$ cat config.mk
export PLATFORM = sky130hd
export DESIGN_NAME = keyboard_player_ctrl
export DESIGN_NICKNAME = d
export VERILOG_FILES = /design/src/rtl/game_pkg.sv /design/src/rtl/keyboard_player_ctrl.sv
export SDC_FILE = /design/constraint.sdc
export NUM_CORES = 1
export LEC_CHECK = 0
export CORE_ASPECT_RATIO = 1.2
export CORE_MARGIN = 1
export CORE_UTILIZATION = 41
export CTS_CLUSTER_SIZE = 25
export DETAILED_ROUTE_END_ITERATION = 16
export SLEW_MARGIN = 20
export SYNTH_ARGS = -nofsm -noshare
export SYNTH_HDL_FRONTEND = slang
export SYNTH_SLANG_ARGS = --single-unit
$ cat constraint.sdc
create_clock -name clk -period 2.45 [get_ports clk]
set_input_delay 0.49 -clock clk [delete_from_list [all_inputs] [get_ports clk]]
set_output_delay 0.49 -clock clk [all_outputs]
set_load 0.02 [all_outputs]
$ cat src/rtl/game_pkg.sv
// -----------------------------------------------------------------------------
// game_pkg
// Shared types and constants for the keyboard front end of the game.
//   kbd_state_t      - scancode decoder FSM state
//   SC_*             - PS/2 Set-2 prefix and protocol byte values
//   JERRY_* / TOM_*  - per-player key assignments (make code + E0-extended flag)
//   RESET_KEY_*      - shared game-reset key (R)
//   is_protocol_byte - bytes that abort any sequence and drop all held keys
//   is_error_byte    - subset of protocol bytes that indicate a fault
// -----------------------------------------------------------------------------
package game_pkg;

  typedef enum logic [1:0] {
    IDLE      = 2'b00,
    EXT       = 2'b01,
    BREAK     = 2'b10,
    EXT_BREAK = 2'b11
  } kbd_state_t;

  localparam logic [7:0] SC_EXT   = 8'hE0;
  localparam logic [7:0] SC_BREAK = 8'hF0;
  localparam logic [7:0] SC_BAT   = 8'hAA;
  localparam logic [7:0] SC_ERR   = 8'hFC;
  localparam logic [7:0] SC_ACK   = 8'hFA;
  localparam logic [7:0] SC_OVR   = 8'h00;

  // Jerry: arrow keys, all E0-extended.
  localparam logic [7:0] JERRY_LEFT_CODE  = 8'h6B;
  localparam bit         JERRY_LEFT_EXT   = 1'b1;
  localparam logic [7:0] JERRY_RIGHT_CODE = 8'h74;
  localparam bit         JERRY_RIGHT_EXT  = 1'b1;
  localparam logic [7:0] JERRY_JUMP_CODE  = 8'h75;
  localparam bit         JERRY_JUMP_EXT   = 1'b1;

  // Tom: A / D / W, plain codes.
  localparam logic [7:0] TOM_LEFT_CODE    = 8'h1C;
  localparam bit         TOM_LEFT_EXT     = 1'b0;
  localparam logic [7:0] TOM_RIGHT_CODE   = 8'h23;
  localparam bit         TOM_RIGHT_EXT    = 1'b0;
  localparam logic [7:0] TOM_JUMP_CODE    = 8'h1D;
  localparam bit         TOM_JUMP_EXT     = 1'b0;

  // Game reset: R.
  localparam logic [7:0] RESET_KEY_CODE   = 8'h2D;
  localparam bit         RESET_KEY_EXT    = 1'b0;

  // Keyboard housekeeping bytes: they can arrive in the middle of a sequence
  // and mean the keyboard lost or restarted its state.
  function automatic logic is_protocol_byte(input logic [7:0] b);
    return (b == SC_BAT) || (b == SC_ERR) || (b == SC_ACK) || (b == SC_OVR);
  endfunction

  function automatic logic is_error_byte(input logic [7:0] b);
    return (b == SC_ERR) || (b == SC_OVR);
  endfunction

endpackage

$ cat src/rtl/keyboard_player_ctrl.sv
// -----------------------------------------------------------------------------
// keyboard_player_ctrl
// Turns the PS/2 Set-2 byte stream into held-key levels for one player plus a
// game-reset pulse. One instance per player; keys are chosen by parameter.
//
// Ports:
//   clk        in   system clock
//   rst        in   asynchronous, active-high reset
//   key_byte   in   [7:0] scancode byte from the PS/2 receiver
//   key_valid  in   one-cycle strobe, key_byte valid when high
//   left       out  left key held
//   right      out  right key held
//   jump       out  jump key held
//   game_reset out  one-cycle pulse on every reset-key make (incl. repeats)
//   frame_err  out  one-cycle pulse on prefix timeout, FC or 00 byte
//
// All outputs are registered and change on the edge after the final byte of a
// sequence is strobed in.
// -----------------------------------------------------------------------------
module keyboard_player_ctrl
  import game_pkg::*;
#(
  parameter logic [7:0] LEFT_CODE      = JERRY_LEFT_CODE,
  parameter bit         LEFT_EXT       = JERRY_LEFT_EXT,
  parameter logic [7:0] RIGHT_CODE     = JERRY_RIGHT_CODE,
  parameter bit         RIGHT_EXT      = JERRY_RIGHT_EXT,
  parameter logic [7:0] JUMP_CODE      = JERRY_JUMP_CODE,
  parameter bit         JUMP_EXT       = JERRY_JUMP_EXT,
  parameter logic [7:0] RESET_CODE     = RESET_KEY_CODE,
  parameter bit         RESET_EXT      = RESET_KEY_EXT,
  parameter int         PREFIX_TIMEOUT = 65_000
) (
  input  logic       clk,
  input  logic       rst,
  input  logic [7:0] key_byte,
  input  logic       key_valid,
  output logic       left,
  output logic       right,
  output logic       jump,
  output logic       game_reset,
  output logic       frame_err
);

  // The timer is compared against the last count before expiry so the
  // timeout fires on the PREFIX_TIMEOUT-th idle cycle after the prefix.
  localparam logic [16:0] TIMEOUT_LAST = 17'(PREFIX_TIMEOUT - 1);

  kbd_state_t  state;
  logic [16:0] timer;

  logic byte_ext;
  logic is_proto;
  logic do_make;
  logic do_break;
  logic hit_left;
  logic hit_right;
  logic hit_jump;
  logic hit_reset;

  function automatic logic key_match(input logic [7:0] code,
                                     input logic       ext,
                                     input logic [7:0] key_code,
                                     input logic       key_ext);
    return (code == key_code) && (ext == key_ext);
  endfunction

  // Decode of the current byte in the context of the current state. A make
  // ends a sequence from IDLE or EXT unless the byte is itself a prefix that
  // the state accepts; any byte after a break prefix is the broken key.
  always_comb begin
    // NOTE: every signal driven here is assigned on every pass, so no storage
    // (latch) is implied.
    byte_ext  = (state == EXT) || (state == EXT_BREAK);
    is_proto  = is_protocol_byte(key_byte);
    do_make   = 1'b0;
    do_break  = 1'b0;
    if (key_valid && !is_proto) begin
      unique case (state)
        IDLE:            do_make  = (key_byte != SC_EXT) && (key_byte != SC_BREAK);
        EXT:             do_make  = (key_byte != SC_BREAK);
        BREAK, EXT_BREAK: do_break = 1'b1;
      endcase
    end
    hit_left  = key_match(key_byte, byte_ext, LEFT_CODE,  LEFT_EXT);
    hit_right = key_match(key_byte, byte_ext, RIGHT_CODE, RIGHT_EXT);
    hit_jump  = key_match(key_byte, byte_ext, JUMP_CODE,  JUMP_EXT);
    hit_reset = key_match(key_byte, byte_ext, RESET_CODE, RESET_EXT);
  end

  // Single FSM block: state, prefix timer and all registered outputs.
  always_ff @(posedge clk or posedge rst) begin
    if (rst) begin
      state      <= IDLE;
      timer      <= '0;
      left       <= 1'b0;
      right      <= 1'b0;
      jump       <= 1'b0;
      game_reset <= 1'b0;
      frame_err  <= 1'b0;
    end else begin
      // NOTE: non-blocking assignments throughout; a later assignment in the
      // same pass overrides these defaults, which makes the pulses one cycle.
      game_reset <= 1'b0;
      frame_err  <= 1'b0;

      if (key_valid) begin
        timer <= '0;
        if (is_proto) begin
          // Keyboard reset/ack/error: whatever was held is no longer known.
          state     <= IDLE;
          left      <= 1'b0;
          right     <= 1'b0;
          jump      <= 1'b0;
          frame_err <= is_error_byte(key_byte);
        end else begin
          unique case (state)
            IDLE: begin
              if (key_byte == SC_EXT)        state <= EXT;
              else if (key_byte == SC_BREAK) state <= BREAK;
              else                           state <= IDLE;
            end
            EXT: begin
              if (key_byte == SC_BREAK) state <= EXT_BREAK;
              else                      state <= IDLE;
            end
            BREAK, EXT_BREAK: state <= IDLE;
          endcase

          // Auto-repeat makes simply re-set a level that is already high.
          if (do_make) begin
            if (hit_left)  left       <= 1'b1;
            if (hit_right) right      <= 1'b1;
            if (hit_jump)  jump       <= 1'b1;
            if (hit_reset) game_reset <= 1'b1;
          end else if (do_break) begin
            if (hit_left)  left  <= 1'b0;
            if (hit_right) right <= 1'b0;
            if (hit_jump)  jump  <= 1'b0;
          end
        end
      end else if (state != IDLE) begin
        // A dangling prefix is dropped after the timeout; held levels stay,
        // since the keyboard may simply have lost the tail of a sequence.
        if (timer == TIMEOUT_LAST) begin
          state     <= IDLE;
          timer     <= '0;
          frame_err <= 1'b1;
        end else begin
          timer <= timer + 17'd1;
        end
      end else begin
        timer <= '0;
      end
    end
  end

endmodule

Word-level counts from Yosys, hierarchy flattened
Cells that the tools add are included.
{ "totals": {"wordCells": 88, "output_inout_bits": 5, "ff_bits": 24} }
{ "classes": {"reduce_logical": 26, "bitwise_logic": 1, "eq_ne": 15, "mux": 38, "addsub": 1} }
{ "op_table": {"columns": ["cell", "count"], "rows": [
  ["2-to-1 mux 17 bit", 3],
  ["== test 8 bit, second input constant", 5],
  ["2-to-1 mux 1 bit", 26],
  ["== test 8 x 7 -> 1 bit, second input constant", 3],
  ["adder 17 x 1 -> 17 bit, second input constant", 1],
  ["== test 17 x 16 -> 1 bit, second input constant", 1],
  ["inequality test 8 bit, second input constant", 2],
  ["2-to-1 mux 2 bit", 7],
  ["nonzero test 2 bit", 6],
  ["AND reduction 3 bit", 3],
  ["== test 8 x 6 -> 1 bit, second input constant", 1],
  ["logical NOT 8 bit", 1],
  ["logical AND 1 bit", 6],
  ["one-hot mux 2 bit (3 select lines)", 1],
  ["logical OR 1 bit", 5],
  ["== test 2 bit, second input constant", 2],
  ["nonzero test 3 bit", 1],
  ["== test 2 x 1 -> 1 bit, second input constant", 1],
  ["logical NOT 2 bit", 1],
  ["one-hot mux 1 bit (2 select lines)", 1],
  ["AND reduction 2 bit", 1],
  ["OR reduction 2 bit", 1],
  ["logical NOT 1 bit", 1],
  ["NOT 1 bit", 1]
]} }

Logic depth before layout (Yosys ltp)
Gate-level depths: netlist of run 1.
{ "logic_depth": {"depth_word": 10, "mapped_depth": 6, "depth_no_buf": 5} }

Worst setup path after synthesis of run 1
No wires, ideal clock.
{ "synth_timing": {"path_type": "register to register", "startpoint": "reg timer[0]", "endpoint": "reg state[0]", "setup_time_ps": 124, "t_arrival_ps": 1391, "n_path_buf": 0, "slack_ps": 936, "stages_incl_launch_ff": 6, "period_less_slack_ps": 1514, "path_cell_list": "dfrtp_1 > ha_1 > and4bb_2 > nand4_4 > and2_4 > a211o_1"} }
{ "synth_between": {"elab_chain_len": 3} }
{ "synth_lines": {"columns": ["item", "line_no", "source"], "rows": [
  ["from (decl)", "keyboard_player_ctrl.sv:49", "logic [16:0] timer;"],
  ["from (signal assigned)", "keyboard_player_ctrl.sv:149", "timer <= timer + 17'd1;"],
  ["== test 17 x 16 -> 1 bit", "keyboard_player_ctrl.sv:144", "if (timer == TIMEOUT_LAST) begin"],
  ["nonzero test 2 bit (no source line)", null, null],
  ["AND reduction 2 bit (no source line)", null, null],
  ["to (signal assigned)", "keyboard_player_ctrl.sv:124", "else state <= IDLE;"],
  ["to (signal assigned)", "keyboard_player_ctrl.sv:126", "BREAK, EXT_BREAK: state <= IDLE;"],
  ["to (signal assigned)", "keyboard_player_ctrl.sv:145", "state <= IDLE;"],
  ["to (decl)", "keyboard_player_ctrl.sv:48", "kbd_state_t state;"]
]} }
Every way passes these cells.
A chain may end at the register's enable or synchronous reset.

Worst setup path after layout of run 1
{ "layout_timing": {"startpoint": "reg left", "endpoint": "out left"} }
{ "layout_lines": {"columns": ["item", "line_no", "source"], "rows": [
  ["from (decl)", "keyboard_player_ctrl.sv:37", "output logic left,"],
  ["from (signal assigned)", "keyboard_player_ctrl.sv:95", "left <= 1'b0;"],
  ["from (signal assigned)", "keyboard_player_ctrl.sv:111", "left <= 1'b0;"],
  ["from (signal assigned)", "keyboard_player_ctrl.sv:131", "if (hit_left) left <= 1'b1;"]
]} }
No word-level cell between the ends.

==> results of run 1 <==
## metal layers
metal,up-vias,routed length (um)
met5,-,0
met4,0,119
met3,14,68
met2,33,1360
met1,513,1150
li1,520,-
## state kept, by name, summed over array words and instances, names as in the netlist
signal      flops
state           2
game_reset      1
right           1
jump            1
left            1
frame_err       1
timer          17
## power breakdown
group | internal (mW) | switching (mW)
Combinational | 0.0251 | 0.0280
Sequential | 0.397 | 0.000932
Clock | 0.165 | 0.123
Total | 0.588 | 0.152
## area by class of cell
class,count,area (sq um)
Fill cell,293,1510
Multi-Input combinational cell,102,674
Sequential cell,24,601
Timing Repair Buffer,16,158
Tap cell,36,45.0
Clock inverter,1,30.0
Clock buffer,3,22.5
Inverter,4,15.0
## kinds of logic after synthesis
| logic type | Yosys count | synth area share, % |
|---|---|---|
| xor+xnor | 16 | 10.6 |
| fa+ha+maj | 1 | 0.950 |
| flops | 24 | 45.6 |
| compound gates | 12 | 6.94 |
| simple gates | 73 | 32.7 |
| buf+inv | 8 | 3.14 |
## cells in the final DEF, fill, tap and decap left out, drive strengths merged, types with 2 or more instances in the layout
master	instances
a2bb2oi	2
and2	2
and3	2
and4	3
and4b	2
and4bb	2
clkbuf	3
clkdlybuf4s50	15
dfrtp	24
inv	4
nand2	10
nand3	5
nand4	12
nor2	20
nor3	5
nor4	6
o21ai	4
xnor2	8
xor2	8
## how the worst max path moves through the flow
stage                           start         to  slack [ns]  depth (start not counted)
after global placement    key_byte[4]       jump        0.49                          5
final                            left       left        0.64                          1
after CTS                        left       left        0.63                          1
after floorplan              timer[0]   state[0]        0.94                          5
after global routing         timer[0]  timer[16]        0.45                          5
after detailed placement  key_byte[4]      right        0.45                          5
==> results.yml, run 1 <==
timing:
  rsz0062_at_grt: "no"
  tightest_slew_ns: 0.573
  maxSlewViolCount: 0
  slew-limit-headroom_pct: 61.7
  setup_tns_ns: 0
  hold_viol: 0
  period_minus_slack_ns: 1.81
  max_freq_mhz: 551
  hold_ws_ns: 0.504
  setup_viol: 0
  fin_crit_sh_pct: 74.1
  fin_skew_ns: 0.0119
  layout_setup_ws_ns: 0.635
worst_setup_path:
  crit_path_max_incr_delay_ns: 0.62
  reg2reg_slack_ns: 0.65
  r2r-end: "timer[9]"
  critical_path_class: "reg2out"
  cp-start-kind: "flop"
  cp_slowest_cell: "clkdlybuf4s50_1"
  reg2reg_depth: 5
  rr_startpoint: "timer[0]"
  cp_cell_sequence: "clkdlybuf4s50_1"
  crit_fanout: 3
  cpLargestDelayFamily: "buffers and inverters"
  cp.arrival_ns: 1.32
  critPathBufInv: 1
  end_kind: "primary output"
  cp_data_required_time_ns: 1.96
logic_synthesis:
  yosysUniqueCellTypes: 39
  synth.top_cell.area_share_pct: 45.6
  async_reset_ff_share_pct: 100
  synthFlopType: "dfrtp_1"
  ys_seq_area_share_pct: 45.6
  yosys_warnings: 0
  synthCells: 134
  syn-num-nets: 146
  ys_ff_latch: 24
  synth-edff-count: 0
  yosysMostFrequentCell: "dfrtp_1"
  syn-cell-area_sq_um: 1320
  synth_common_cells: "dfrtp_1 (24), nor2_1 (18), nand4_1 (11)"
  synth_area_leader_cell: "dfrtp_1"
  syn_area_per_cell_sq_um: 9.82
  synthTopCellsByArea: "dfrtp_1 (46%), xnor2_1 (5.3%), xor2_1 (5.3%)"
detailed_routing:
  dr_total_vias: 1080
  drc: 0
  firstDrtPassIters: 4
  drtAntennaViolNets: 0
  routed_wl_um: 2700
  drt_iter0_markers: 19
  wl_per_cell_um: 14.5
  vias_per_cell: 5.81
grt:
  grt_max_degree: 25
  grt_util_all_layers_pct: 19.3
  grt_use_met2_pct: 31.5
  grt_pass1_vias: 1136
  antenna_found_initial: 0
  gr-max-usage-layer: "met2"
  overflow: 0
  grtUsageMet3_pct: 2.38
  met1_usage_pct: 23.1
  grt_pass1_wl_um: 4930
pwr:
  fin_total_pwr_uw: 739
  p_leak_nw: 0.642
  power_density_nw_per_um2: 479
  peakVddDrop_mv: 0.284
floorplanning:
  die_w_um: 53.7
  initial_core_util_pct: 43.1
  pin_count: 16
  die_area_sq_um: 3440
  rows: 22
  coreArea_sq_um: 3060
  fp.dieH_um: 64.1
cells_and_area:
  fin_util_pct: 50.6
  area_growth_pct: 17.4
  layout-drive-gt1-share_pct: 9.33
  fin_area_sq_um: 1550
  fin_nets: 163
  diodes: 0
  final_cell_count_no_fill: 186
clock_tree:
  htree_levels: 1
  ctsHoldBuffers: 0
  post-cts-setup-buffers: 0
  cts.path.max_buffers: 2
  cts_sinks: 24
  cts_tree: "built"
  ctsResizeCount: 0
  clock_latency_ns: 0.32
  cts_made_buffers: 3
  cts_root_buf: "clkbuf_4"
  path_clk_slew_ns: 0.14
run_status:
  status: "finished, final reports clean"
placed_design:
  gp_congestion: 0.873
  portBuffers: 15
  dp_cells: 182
  dp_slack_ns: 0.452
  placed_cell_area_sq_um: 1490
  dp_hpwl_um: 2030
run:
  max_cap_viol_count: 0
worst_hold_path:
  worstHoldPathType: "in2async"
No activity file was read; power rests on OpenSTA's default activity.
==> run 2, diff against run 1 <==
- clock period: 2.45 -> 1.8 ns (I/O delays scaled with it)
==> run 2 against run 1 <==
Combinational power grew 51%. Final cell count grew 3.8%. Sequential power rose by 36%. Register-to-register slack got worse by 0.48 ns. Critical path type unchanged.
==> results.yml, run 2 (synthesized netlist as in run 1, its figures left out) <==
worst_setup_path:
  cp-endpoint: "left"
  crit_fanout: 3
  end_kind: "primary output"
  cpLargestDelayFamily: "buffers and inverters"
  cp-start-kind: "flop"
  cp_data_required_time_ns: 1.44
  cp.arrival_ns: 1.34
  reg2reg_slack_ns: 0.17
  critical_path_class: "reg2out"
  r2r-end: "state[0]"
  cp-startpoint: "left"
  reg2reg_depth: 5
  crit_path_max_incr_delay_ns: 0.62
  cp_slowest_cell: "clkdlybuf4s50_1"
  rr_startpoint: "timer[0]"
  cp.depth: 1
  cp_cell_sequence: "clkdlybuf4s50_1"
  critPathBufInv: 1
grt:
  antenna_found_initial: 0
  grt_util_all_layers_pct: 19.1
  overflow: 0
  grt_pass1_wl_um: 4760
  grt_pass1_vias: 1131
  grt_max_degree: 25
clock_tree:
  post-cts-setup-buffers: 0
  cts.path.max_buffers: 2
  ctsResizeCount: 0
  path_clk_slew_ns: 0.14
  cts_sinks: 24
  cts_root_buf: "clkbuf_4"
  cts_tree: "built"
  clock_latency_ns: 0.31
  htree_levels: 1
  ctsHoldBuffers: 0
  cts_made_buffers: 3
cells_and_area:
  largestRegisters: "timer: 17 flops, state: 2 flops"
  area_growth_pct: 21.1
  nFillCells: 279
  final_common_cell: "dfrtp_1"
  diodes: 0
  fin_util_pct: 52.2
  regMostFlops: "timer"
  fin_nets: 170
  largest_reg_flops: 17
  layout-drive-gt1-share_pct: 13.4
  final_cell_mix: "dfrtp_1 (24), nor2_1 (18), clkdlybuf4s50_1 (15), nand4_1 (11), nand2_1 (10)"
timing:
  fin_crit_sh_pct: 94.4
  rsz0062_at_grt: "no"
  period_minus_slack_ns: 1.70
  hold_viol: 0
  max_freq_mhz: 588
  fin_skew_ns: 0.00228
  slew-limit-headroom_pct: 73.3
  maxSlewViolCount: 0
  setup_viol: 0
  layout_setup_ws_ns: 0.100
  tightest_slew_ns: 0.397
pwr:
  p_leak_nw: 0.675
  power_density_nw_per_um2: 573
  peakVddDrop_mv: 0.309
detailed_routing:
  wl_per_cell_um: 14.3
  drtAntennaViolNets: 0
  vias_per_cell: 5.62
  drt_iter0_markers: 22
  dr_total_vias: 1085
  drc: 0
  firstDrtPassIters: 4
  routed_wl_um: 2760
floorplanning:
  die_w_um: 53.7
  rows: 22
  pin_count: 16
  fp.dieH_um: 64.1
  die_area_sq_um: 3440
  coreArea_sq_um: 3060
  initial_core_util_pct: 43.1
run:
  max_cap_viol_count: 0
placed_design:
  dp_slack_ns: -0.0319
  dp_hpwl_um: 2020
  gp_congestion: 0.828
  portBuffers: 15
run_status:
  status: "finished, final reports clean"
worst_hold_path:
  worstHoldPathType: "in2async"
run 2: changes by cell type in the layout (fill, tap and decap cells not counted), sizes merged:
| cell | previous run | this run |
|---|---|---|
| bufinv | 1 | 0 |
| buf | 1 | 8 |
| clkbuf | 3 | 4 |
run 2: worst min path at each step:
stage	from	endpoint	slack, ns	cells past startpoint
3_3_place_gp	right	right	0.50	2
3_5_place_dp	timer[0]	timer[0]	0.51	1
4_1_cts	rst	timer[13]	0.37	3
2_1_floorplan	rst	frame_err	0.37	1
6_report	rst	timer[14]	0.37	3
5_1_grt	rst	jump	0.41	3
run 2: routing by layer:
metal  global-route usage, %  up-vias  routed length (um)
met3                    2.86        4                  69
met5                       0        -                   0
li1                        -      533                   -
met2                    33.3       22                1500
met4                    10.2        0                  50
met1                    21.2      526                1140
run 2: layout make-up:
type | count | area [sq um] | area share (%)
clock buffer | 4 | 36.3 | 2.28
inverter | 4 | 15.0 | 0.942
multi-input combinational | 102 | 674 | 42.3
sequential | 24 | 601 | 37.7
tap | 36 | 45.0 | 2.83
timing repair buffer | 23 | 223 | 14.0
run 2: through the flow:
| stage | total power [mW] | setup TNS, ns | cell area (sq um) | cells | hold slack [ns] |
|---|---|---|---|---|---|
| after floorplan | 0.583 | 0 | 1320 | 134 | 0.375 |
| after global routing | 0.957 | 0 | 1590 | 193 | 0.408 |
| final | 0.913 | 0 | 1590 | 193 | 0.371 |
| after CTS | 0.922 | 0 | 1590 | 193 | 0.370 |
| after detailed placement | 0.633 | -0.114 | 1560 | 189 | 0.506 |
| after global placement | 0.632 | -0.00172 | 1560 | 189 | 0.504 |
run 2: power by group:
part           internal [mW]  switching (mW)  leakage, nW
clock                  0.123           0.167       0.0210
sequential             0.541         0.00136        0.320
combinational         0.0414          0.0389        0.334
total                  0.706           0.207        0.675
==> run 3, diff against run 2 <==
- CORE_ASPECT_RATIO: 1.2 -> 0.7
==> run 3 against run 2 <==
Non-clock buffer count unchanged. Final area increased by 2.2%. Register-to-register slack about the same. Clock skew increased by 0.0050 ns. Sequential share of layout area decreased by 0.81 points. First-iteration DRC count increased to 3.4 times the previous value. Critical endpoint is now state[0]. Core utilization increased by 3.6 points. Worst setup slack improved by 0.064 ns. Sequential cell count unchanged. Via count decreased by 0.28%. Clock-buffer cell count decreased by 1. Die area about the same.
==> results.yml, run 3 (synthesized netlist as in run 1, its figures left out) <==
worst_setup_path:
  r2r-end: "state[0]"
  cpLargestDelayFamily: "simple AND/OR/NAND/NOR gates"
  cp_cell_sequence: "clkdlybuf4s50_1, nor4_1, nand4_1, nor4_1, a211o_1"
  cp-start-kind: "input port"
  reg2reg_slack_ns: 0.17
  critical_path_class: "in2reg"
  reg2reg_depth: 5
  critPathBufInv: 1
  cp_slowest_cell: "clkdlybuf4s50_1"
  end_kind: "flop"
  crit_path_max_incr_delay_ns: 0.46
  crit_fanout: 4
  cp_data_required_time_ns: 2.02
  rr_startpoint: "timer[0]"
  path_common_cell: "nor4_1"
  cp.arrival_ns: 1.85
placed_design:
  dp_hpwl_um: 2050
  portBuffers: 15
  gp_congestion: 0.814
  placed_cell_area_sq_um: 1560
clock_tree:
  path_clk_slew_ns: 0.09
  cts_tree: "built"
  htree_levels: 1
  post-cts-setup-buffers: 0
  ctsHoldBuffers: 0
  cts_made_buffers: 3
  clock_latency_ns: 0.27
  ctsResizeCount: 0
  cts.path.max_buffers: 2
  cts_root_buf: "clkbuf_8"
  cts_sinks: 24
floorplanning:
  rows: 16
  pin_count: 16
  coreArea_sq_um: 2920
  die_w_um: 69.7
  fp.dieH_um: 49.4
  die_area_sq_um: 3440
  initial_core_util_pct: 45.0
grt:
  grt_pass1_vias: 998
  overflow: 0
  grt_util_all_layers_pct: 18.3
  grt_pass1_wl_um: 4940
  grt_max_degree: 25
  antenna_found_initial: 0
cells_and_area:
  layout-drive-gt1-share_pct: 13.4
  area_growth_pct: 23.8
  final_common_cell: "dfrtp_1"
  diodes: 0
  multiInputGateArea_sq_um: 674
  final_cell_mix: "dfrtp_1 (24), nor2_1 (18), clkdlybuf4s50_1 (15), nand4_1 (11), nand2_1 (10)"
  fin_nets: 170
  largest_reg_flops: 17
  regMostFlops: "timer"
  regArea_sq_um: 601
  fin_area_sq_um: 1630
  nFillCells: 256
  largestRegisters: "timer: 17 flops, state: 2 flops"
timing:
  setup_viol: 0
  slew-limit-headroom_pct: 73.8
  fin_skew_ns: 0.00724
  hold_viol: 0
  fin_crit_sh_pct: 90.9
  tightest_slew_ns: 0.389
  setup_tns_ns: 0
  rsz0062_at_grt: "no"
  maxSlewViolCount: 0
  period_minus_slack_ns: 1.64
  max_freq_mhz: 611
worst_hold_path:
  worstHoldPathType: "in2async"
detailed_routing:
  drtAntennaViolNets: 0
  wl_per_cell_um: 14.6
  dr_total_vias: 1082
  vias_per_cell: 5.61
  drt_iter0_markers: 75
  routed_wl_um: 2820
  firstDrtPassIters: 4
  drc: 0
pwr:
  intPower_uw: 879
  p_clk_share_pct: 43.1
  combPwrFrac_pct: 7.4
  switching_share_pct: 19.7
  p_seq_share_pct: 49.5
  power_density_nw_per_um2: 671
  p_switching_uw: 215
  p_leak_nw: 0.690
  peakVddDrop_mv: 0.436
run_status:
  status: "finished, final reports clean"
run:
  max_cap_viol_count: 0
-- run 3: cell count changes in the layout (fill, tap and decap cells not counted), sizes merged --
cell	delta
bufinv	+1
clkbuf	-1
-- run 3: worst max-delay path by stage --
stage,start,to,slack (ns),depth (start not counted)
final,key_byte[1],state[0],0.16,5
after global placement,key_byte[0],left,0.01,5
after detailed placement,key_byte[1],state[0],-0.09,5
after floorplan,timer[0],state[0],0.29,5
after global routing,key_byte[0],state[0],0.06,5
after CTS,left,left,0.16,1
-- run 3: layout make-up --
class / count / share of cell area (%)
multi-input combinational: 102 / 41.4
sequential: 24 / 36.9
timing repair buffer: 23 / 13.7
tap: 36 / 2.76
clock buffer: 3 / 2.53
clock inverter: 1 / 1.84
inverter: 4 / 0.922
-- run 3: power by group through the flow --
| stage | Clock [mW] | Sequential [mW] | Combinational [mW] |
|---|---|---|---|
| after floorplan | 0 | 0.554 | 0.0292 |
| after global placement | 0 | 0.552 | 0.0795 |
| after detailed placement | 0 | 0.552 | 0.0810 |
| after CTS | 0.489 | 0.541 | 0.0812 |
| after global routing | 0.516 | 0.542 | 0.0889 |
| final | 0.472 | 0.541 | 0.0808 |
-- run 3: through the flow --
step | setup slack [ns] | instances | hold slack (ns) | total power [mW] | util [%]
6_report | 0.164 | 193 | 0.463 | 1.09 | 55.7
5_1_grt | 0.0615 | 193 | 0.479 | 1.15 | 55.7
4_1_cts | 0.160 | 193 | 0.465 | 1.11 | 55.7
3_5_place_dp | -0.0864 | 189 | 0.508 | 0.633 | 53.3
3_3_place_gp | 0.0133 | 189 | 0.508 | 0.632 | 53.3
2_1_floorplan | 0.286 | 134 | 0.375 | 0.583 | -
-- run 3: metal layers --
layer	GRT usage, %	routed length [um]
met1	29.3	1510
met2	24.1	1150
met5	0	0
met3	5.17	146
met4	3.33	4
-- run 3: worst register-to-register path, stage by stage (launching register included) --
cell	delay, ns
dfrtp_1	0.43
ha_1	0.24
and4bb_2	0.27
nand4_4	0.12
and2_4	0.18
a211o_1	0.27
